`src/rtl/multiseg_capture_if.sv`:
```
// Bus between a multiplexed 7-segment display scanner and the frame capture block.
interface multiseg_capture_if;
    logic [3:0]  seg_anode;
    logic [6:0]  seg_cathode;
    logic [15:0] bcd_out;
    logic        frame_valid;
    logic        pattern_err;

    modport master (
        output seg_anode,
        output seg_cathode,
        input  bcd_out,
        input  frame_valid,
        input  pattern_err
    );

    modport slave (
        input  seg_anode,
        input  seg_cathode,
        output bcd_out,
        output frame_valid,
        output pattern_err
    );
endinterface

```
`src/rtl/multiseg_capture.sv`:
```
// Recovers a 4-digit BCD frame by snooping a multiplexed 7-segment display drive.
// Define SEGCAP_HEX_EN to also decode the hex letters A..F.
module multiseg_capture #(
    parameter int unsigned STABLE_CYCLES = 16
) (
    input  logic               clk,
    input  logic               rst_n,
    multiseg_capture_if.slave  bus
);
    localparam int unsigned SEG_W = 11;
    localparam int unsigned CNT_W = 8;
    localparam logic [CNT_W-1:0] CNT_MAX = CNT_W'(STABLE_CYCLES - 1);

    logic [SEG_W-1:0] r_sync1;
    logic [SEG_W-1:0] r_sync2;
    logic [SEG_W-1:0] r_prev;
    logic [CNT_W-1:0] r_cnt;
    logic             r_captured;
    logic [3:0]       r_mask;
    logic [3:0][3:0]  r_shadow;
    logic [15:0]      r_bcd;
    logic             r_fv;
    logic             r_err;

    logic [3:0]       w_anode;
    logic [6:0]       w_cathode;
    logic             w_changed;
    logic             w_capture;
    logic [1:0]       w_digit;
    logic             w_one_cold;
    logic [4:0]       w_dec;
    logic [3:0]       w_digit_bit;
    logic [3:0]       w_mask_nxt;
    logic [3:0][3:0]  w_shadow_nxt;
    logic             w_fv_nxt;
    logic             w_err_nxt;

    // Returns {decodable, nibble} for an active-low {g..a} cathode pattern.
    function automatic logic [4:0] f_decode(input logic [6:0] cat);
        logic [4:0] res;
        res = 5'h00;
        case (cat)
            7'h40: res = 5'h10;
            7'h79: res = 5'h11;
            7'h24: res = 5'h12;
            7'h30: res = 5'h13;
            7'h19: res = 5'h14;
            7'h12: res = 5'h15;
            7'h02: res = 5'h16;
            7'h78: res = 5'h17;
            7'h00: res = 5'h18;
            7'h10: res = 5'h19;
`ifdef SEGCAP_HEX_EN
            7'h08: res = 5'h1A;
            7'h03: res = 5'h1B;
            7'h46: res = 5'h1C;
            7'h21: res = 5'h1D;
            7'h06: res = 5'h1E;
            7'h0E: res = 5'h1F;
`else
`endif
            default: res = 5'h00;
        endcase
        return res;
    endfunction

    // Pins are asynchronous to clk; blank (all-ones) is the safe reset value.
    always_ff @(posedge clk or negedge rst_n) begin
        if (!rst_n) begin
            r_sync1 <= '1;
            r_sync2 <= '1;
            r_prev  <= '1;
        end else begin
            r_sync1 <= {bus.seg_anode, bus.seg_cathode};
            r_sync2 <= r_sync1;
            r_prev  <= r_sync2;
        end
    end

    assign w_anode   = r_sync2[10:7];
    assign w_cathode = r_sync2[6:0];
    assign w_changed = (r_sync2 != r_prev);
    assign w_capture = !w_changed && (r_cnt == CNT_MAX) && !r_captured;
    assign w_dec     = f_decode(w_cathode);

    always_ff @(posedge clk or negedge rst_n) begin
        if (!rst_n) begin
            r_cnt      <= '0;
            r_captured <= 1'b0;
        end else if (w_changed) begin
            r_cnt      <= '0;
            r_captured <= 1'b0;
        end else begin
            if (r_cnt != CNT_MAX) r_cnt <= r_cnt + CNT_W'(1);
            if (w_capture)        r_captured <= 1'b1;
        end
    end

    always_comb begin
        w_digit    = 2'd0;
        w_one_cold = 1'b1;
        case (w_anode)
            4'hE:    w_digit = 2'd0;
            4'hD:    w_digit = 2'd1;
            4'hB:    w_digit = 2'd2;
            4'h7:    w_digit = 2'd3;
            default: w_one_cold = 1'b0;
        endcase
    end

    assign w_digit_bit = ~w_anode;

    // Shadow/mask update; a frame commits the moment the last missing digit lands.
    always_comb begin
        w_shadow_nxt = r_shadow;
        w_mask_nxt   = r_mask;
        w_fv_nxt     = 1'b0;
        w_err_nxt    = 1'b0;
        if (w_capture && w_one_cold) begin
            if (w_dec[4]) begin
                w_shadow_nxt[w_digit] = w_dec[3:0];
                w_mask_nxt            = r_mask | w_digit_bit;
                if (w_mask_nxt == 4'hF) begin
                    w_fv_nxt   = 1'b1;
                    w_mask_nxt = 4'h0;
                end
            end else begin
                w_err_nxt  = 1'b1;
                w_mask_nxt = r_mask & ~w_digit_bit;
            end
        end
    end

    always_ff @(posedge clk or negedge rst_n) begin
        if (!rst_n) begin
            r_shadow <= '0;
            r_mask   <= '0;
            r_bcd    <= '0;
            r_fv     <= 1'b0;
            r_err    <= 1'b0;
        end else begin
            r_shadow <= w_shadow_nxt;
            r_mask   <= w_mask_nxt;
            r_fv     <= w_fv_nxt;
            r_err    <= w_err_nxt;
            if (w_fv_nxt) r_bcd <= w_shadow_nxt;
        end
    end

    assign bus.bcd_out     = r_bcd;
    assign bus.frame_valid = r_fv;
    assign bus.pattern_err = r_err;
endmodule
```
`src/flat_wrapper.sv`:
```
// flat-port wrapper written by rule: the top's interface ports become plain ports
module multiseg_capture_flat 
#(
    parameter int unsigned STABLE_CYCLES = 16
)
  (clk, rst_n, bus_seg_anode, bus_seg_cathode, bus_bcd_out, bus_frame_valid, bus_pattern_err);
  multiseg_capture_if bus_i ();
  input  logic clk;
  input  logic rst_n;
  input wire logic [$bits(bus_i.seg_anode)-1:0] bus_seg_anode;
  input wire logic [$bits(bus_i.seg_cathode)-1:0] bus_seg_cathode;
  output wire logic [$bits(bus_i.bcd_out)-1:0] bus_bcd_out;
  output wire logic [$bits(bus_i.frame_valid)-1:0] bus_frame_valid;
  output wire logic [$bits(bus_i.pattern_err)-1:0] bus_pattern_err;
  assign bus_i.seg_anode = bus_seg_anode;
  assign bus_i.seg_cathode = bus_seg_cathode;
  assign bus_bcd_out = bus_i.bcd_out;
  assign bus_frame_valid = bus_i.frame_valid;
  assign bus_pattern_err = bus_i.pattern_err;
  multiseg_capture #(.STABLE_CYCLES(STABLE_CYCLES)) u_core (.clk(clk), .rst_n(rst_n), .bus(bus_i));
endmodule
```
`config.mk`:
```
export PLATFORM = sky130hd
export DESIGN_NAME = multiseg_capture_flat
export DESIGN_NICKNAME = d
export VERILOG_FILES = /design/src/rtl/multiseg_capture_if.sv /design/src/rtl/multiseg_capture.sv /design/src/flat_wrapper.sv
export SDC_FILE = /design/constraint.sdc
export NUM_CORES = 1
export LEC_CHECK = 0
export CAP_MARGIN = 20
export CORE_ASPECT_RATIO = 1.2
export CORE_MARGIN = 10
export CORE_UTILIZATION = 35
export CTS_BUF_LIST = sky130_fd_sc_hd__clkbuf_8
export DETAILED_ROUTE_END_ITERATION = 10
export DONT_BUFFER_PORTS = 1
export HOLD_SLACK_MARGIN = 0.02
export PLACE_DENSITY = 0.55
export SYNTH_ARGS = -nofsm -noshare
export SYNTH_HDL_FRONTEND = slang
export SYNTH_SLANG_ARGS = --single-unit
```
`constraint.sdc`:
```
create_clock -name clk -period 5.68 [get_ports clk]
set_input_delay 0.568 -clock clk [delete_from_list [all_inputs] [get_ports clk]]
set_output_delay 0.568 -clock clk [all_outputs]
set_load 0.05 [all_outputs]
```
==> results_dict.tcl <==
set metrics [dict create \
    start_util_pct 36.1 \
    synth_ff_type "dfrtp_1" \
    synth-seq-cells 80 \
    arrival_ns 3.00 \
    fin_nets 309 \
    track_usage_pct 9.15 \
    drive_above_1_share_pct 23.3 \
    cellLeakagePower_nw 1.59 \
    vdd_ir_drop_max_v 0.000155 \
    rows 39 \
    maxUsedRoutingLayer "met4" \
    maxSlewViolCount 0 \
    endpoint_kind "flip-flop" \
    cts_tree "yes" \
    grt_antenna_before_repair 0 \
    clock_path_buffers 2 \
    syn2layout_area_growth_pct 7.71 \
    dr.pass1.iters 4 \
    hold_class "in -> async" \
    grt_max_degree 48 \
    path_max_fanout 11 \
    grt_pass1_wl_mm 10.7 \
    port_buffers 0 \
    post_cts_buffers 0 \
    synth_most_common_cell "dfrtp_1" \
    dieHeight_um 129 \
    met2_length_mm 2.90 \
    gp_congestion 0.772 \
    p_per_area_nw_per_um2 280 \
    ys_top_cells_by_area "dfrtp_1 34%, dfstp_2 25%, o21ai_0 3.8%" \
    postSynthCellCount 298 \
    drc 0 \
    dieArea_um2 14300 \
    async_flop_share_pct 100 \
    grt_pass1_vias 2139 \
    relSlewSlack_pct 53.7 \
    antenna_left 0 \
    num_vias 2136 \
    cts.clk_slew.worst_paths_ns 0.07 \
    setup_viol 0 \
    overflow 0 \
    htree_levels 3 \
    yosysTopAreaCellShare_pct 34.0 \
    num_antenna_cells 0 \
    drv_cap 0 \
    cp_data_required_time_ns 5.94 \
    hold_viol 0 \
    synth_commonest_cells "47 x dfrtp_1, 33 x dfstp_2, 26 x o21ai_0" \
    wl_per_cell_um 14.9 \
    cts_root_buf "clkbuf_8" \
    syn_avg_cell_area_um2 11.6 \
    finalWirelength_mm 6.29 \
    core_um2 9560 \
    path_class "reg -> reg" \
    synth_top_cell_by_area "dfrtp_1" \
    hpwl_mm 4.33 \
    cts_num_sinks 80 \
    io-pin-count 31 \
    yosys_warnings 0 \
    synth-edff-count 0 \
    finClkSkew_ns 0.00900 \
    worst_pin_slew_ns 0.692 \
    fin_crit_ns 2.74 \
    synthesis.area_um2 3460 \
    numCtsBuffers 9 \
    hold_slack_ns 0.0621 \
    worst_setup_path_start_kind "flip-flop" \
    chipWidth_um 111 \
    viasPerCell 5.05 \
    synth_nets 312 \
    fin_setup_tns_ns 0 \
    clk_latency_ns 0.34 \
    drt-met1-wl_mm 2.95 \
    wl_met3_um 301 \
    status "finished, final reports clean" \
    synth_cell_types 52 \
    rsz0062_at_grt "false" \
    timing.final.crit_share_pct 48.2 \
    dr.first_iter.drc_count 113 \
    ys_seq_area_share_pct 59.1 \
    fmax_mhz 365 \
]
-- cell usage in the layout, fill, tap and decap left out, types with 2 or more instances in the layout --
cell / count
clkinv_2: 3
nand4b_1: 2
or3_4: 4
xor2_1: 14
nand4_1: 3
mux2_1: 4
or3_1: 2
o22ai_1: 2
o211ai_1: 5
nor4_1: 4
clkbuf_8: 10
dfrtp_1: 47
and3_1: 3
nor2_1: 20
nand2_1: 25
o21ai_0: 26
dfstp_2: 33
mux2i_1: 7
nand3_1: 14
nor3_1: 4
mux2_4: 2
mux2_2: 2
inv_1: 12
xnor2_1: 6
a21oi_1: 19
-- registers in the layout (all words and copies together) (netlist names) --
| register | flops |
|---|---|
| u_core.bus.pattern_err | 1 |
| u_core.bus.frame_valid | 1 |
| u_core.r_captured | 1 |
| u_core.r_shadow | 16 |
| u_core.bus.bcd_out | 16 |
| u_core.r_sync2 | 11 |
| u_core.r_sync1 | 11 |
| u_core.r_cnt | 8 |
| u_core.r_prev | 11 |
| u_core.r_mask | 4 |
-- layer usage --
metal | global-route usage [%] | vias up
met4 | 5.37 | 0
met2 | 13.9 | 34
met3 | 3.02 | 9
met5 | 0 | -
li1 | - | 1030
met1 | 11.2 | 1063
-- area by class of cell --
class / count / area [um^2]
multi-input cells: 192 / 1260
repair buffers: 2 / 42.5
well taps: 123 / 154
clock inverters: 6 / 52.6
inverters: 10 / 37.5
flip-flops and latches: 80 / 2040
fillers: 944 / 5840
clock buffers: 10 / 138
-- path summary, 6_finish.rpt --
path                       cells past startpoint  slack (ns)                        start                           end
setup reg to reg                               6        2.94  u_core.r_sync2[9]$_DFF_PN1_  u_core.r_shadow[6]$_DFF_PN0_
max in group asynchronous                      1        5.38                        rst_n   u_core.r_cnt[3]$_DFFE_PN0P_
hold reg to reg                                0        0.36  u_core.r_sync1[1]$_DFF_PN1_   u_core.r_sync2[1]$_DFF_PN1_
setup / recovery                               6        2.94  u_core.r_sync2[9]$_DFF_PN1_  u_core.r_shadow[6]$_DFF_PN0_
min in group clk                               0        0.22           bus_seg_cathode[3]   u_core.r_sync1[3]$_DFF_PN1_
hold / removal                                 0        0.06                        rst_n   u_core.r_sync1[6]$_DFF_PN1_
-- cells by family (layout without fill, tap and decap cells) --
group | count (synthesis) | in the layout | synth area share [%]
AND/OR/NAND/NOR | 95 | 95 | 15.4
flip-flops | 80 | 80 | 59.1
multiplexers | 15 | 15 | 4.85
XOR/XNOR | 20 | 20 | 5.07
adder cells (fa/ha/maj) | 1 | 1 | 0.362
buffers and inverters | 26 | 28 | 4.56
AO/OA/AOI/OAI | 61 | 61 | 10.6
-- timing repair --
item / in CTS / in global routing
hold buffers: 1 / 0
resized for setup: 0 / 0
endpoints found under the hold margin: 47 / 0
-- worst max-delay path, stage by stage (launching register included) --
cell	delay, ns
dfstp_2	0.62
xor2_1	0.10
nor4_1	0.41
nand3_1	0.46
nor3_2	0.64
nand2_1	0.21
o21ai_0	0.21
-- stage by stage --
step | cells | cell area [um^2] | power, W | util (%) | worst slack (ns)
after floorplan | 298 | 3460 | 0.000640 | - | 3.25
after global placement | 405 | 3490 | 0.000643 | 36.5 | 2.92
after detailed placement | 405 | 3490 | 0.000644 | 36.5 | 2.87
after CTS | 422 | 3710 | 0.00106 | 38.8 | 2.88
after global routing | 423 | 3720 | 0.00109 | 38.9 | 2.61
final | 423 | 3720 | 0.00104 | 38.9 | 2.94
-- power breakdown --
group          leakage (nW)  total (W)  switching, W  internal [W]
Clock                 0.108   0.000401      0.000191      0.000210
Combinational         0.479  0.0000369     0.0000228     0.0000140
Sequential             1.00   0.000604     0.0000129      0.000591
Note: power is estimated with default switching activity, not from simulation.
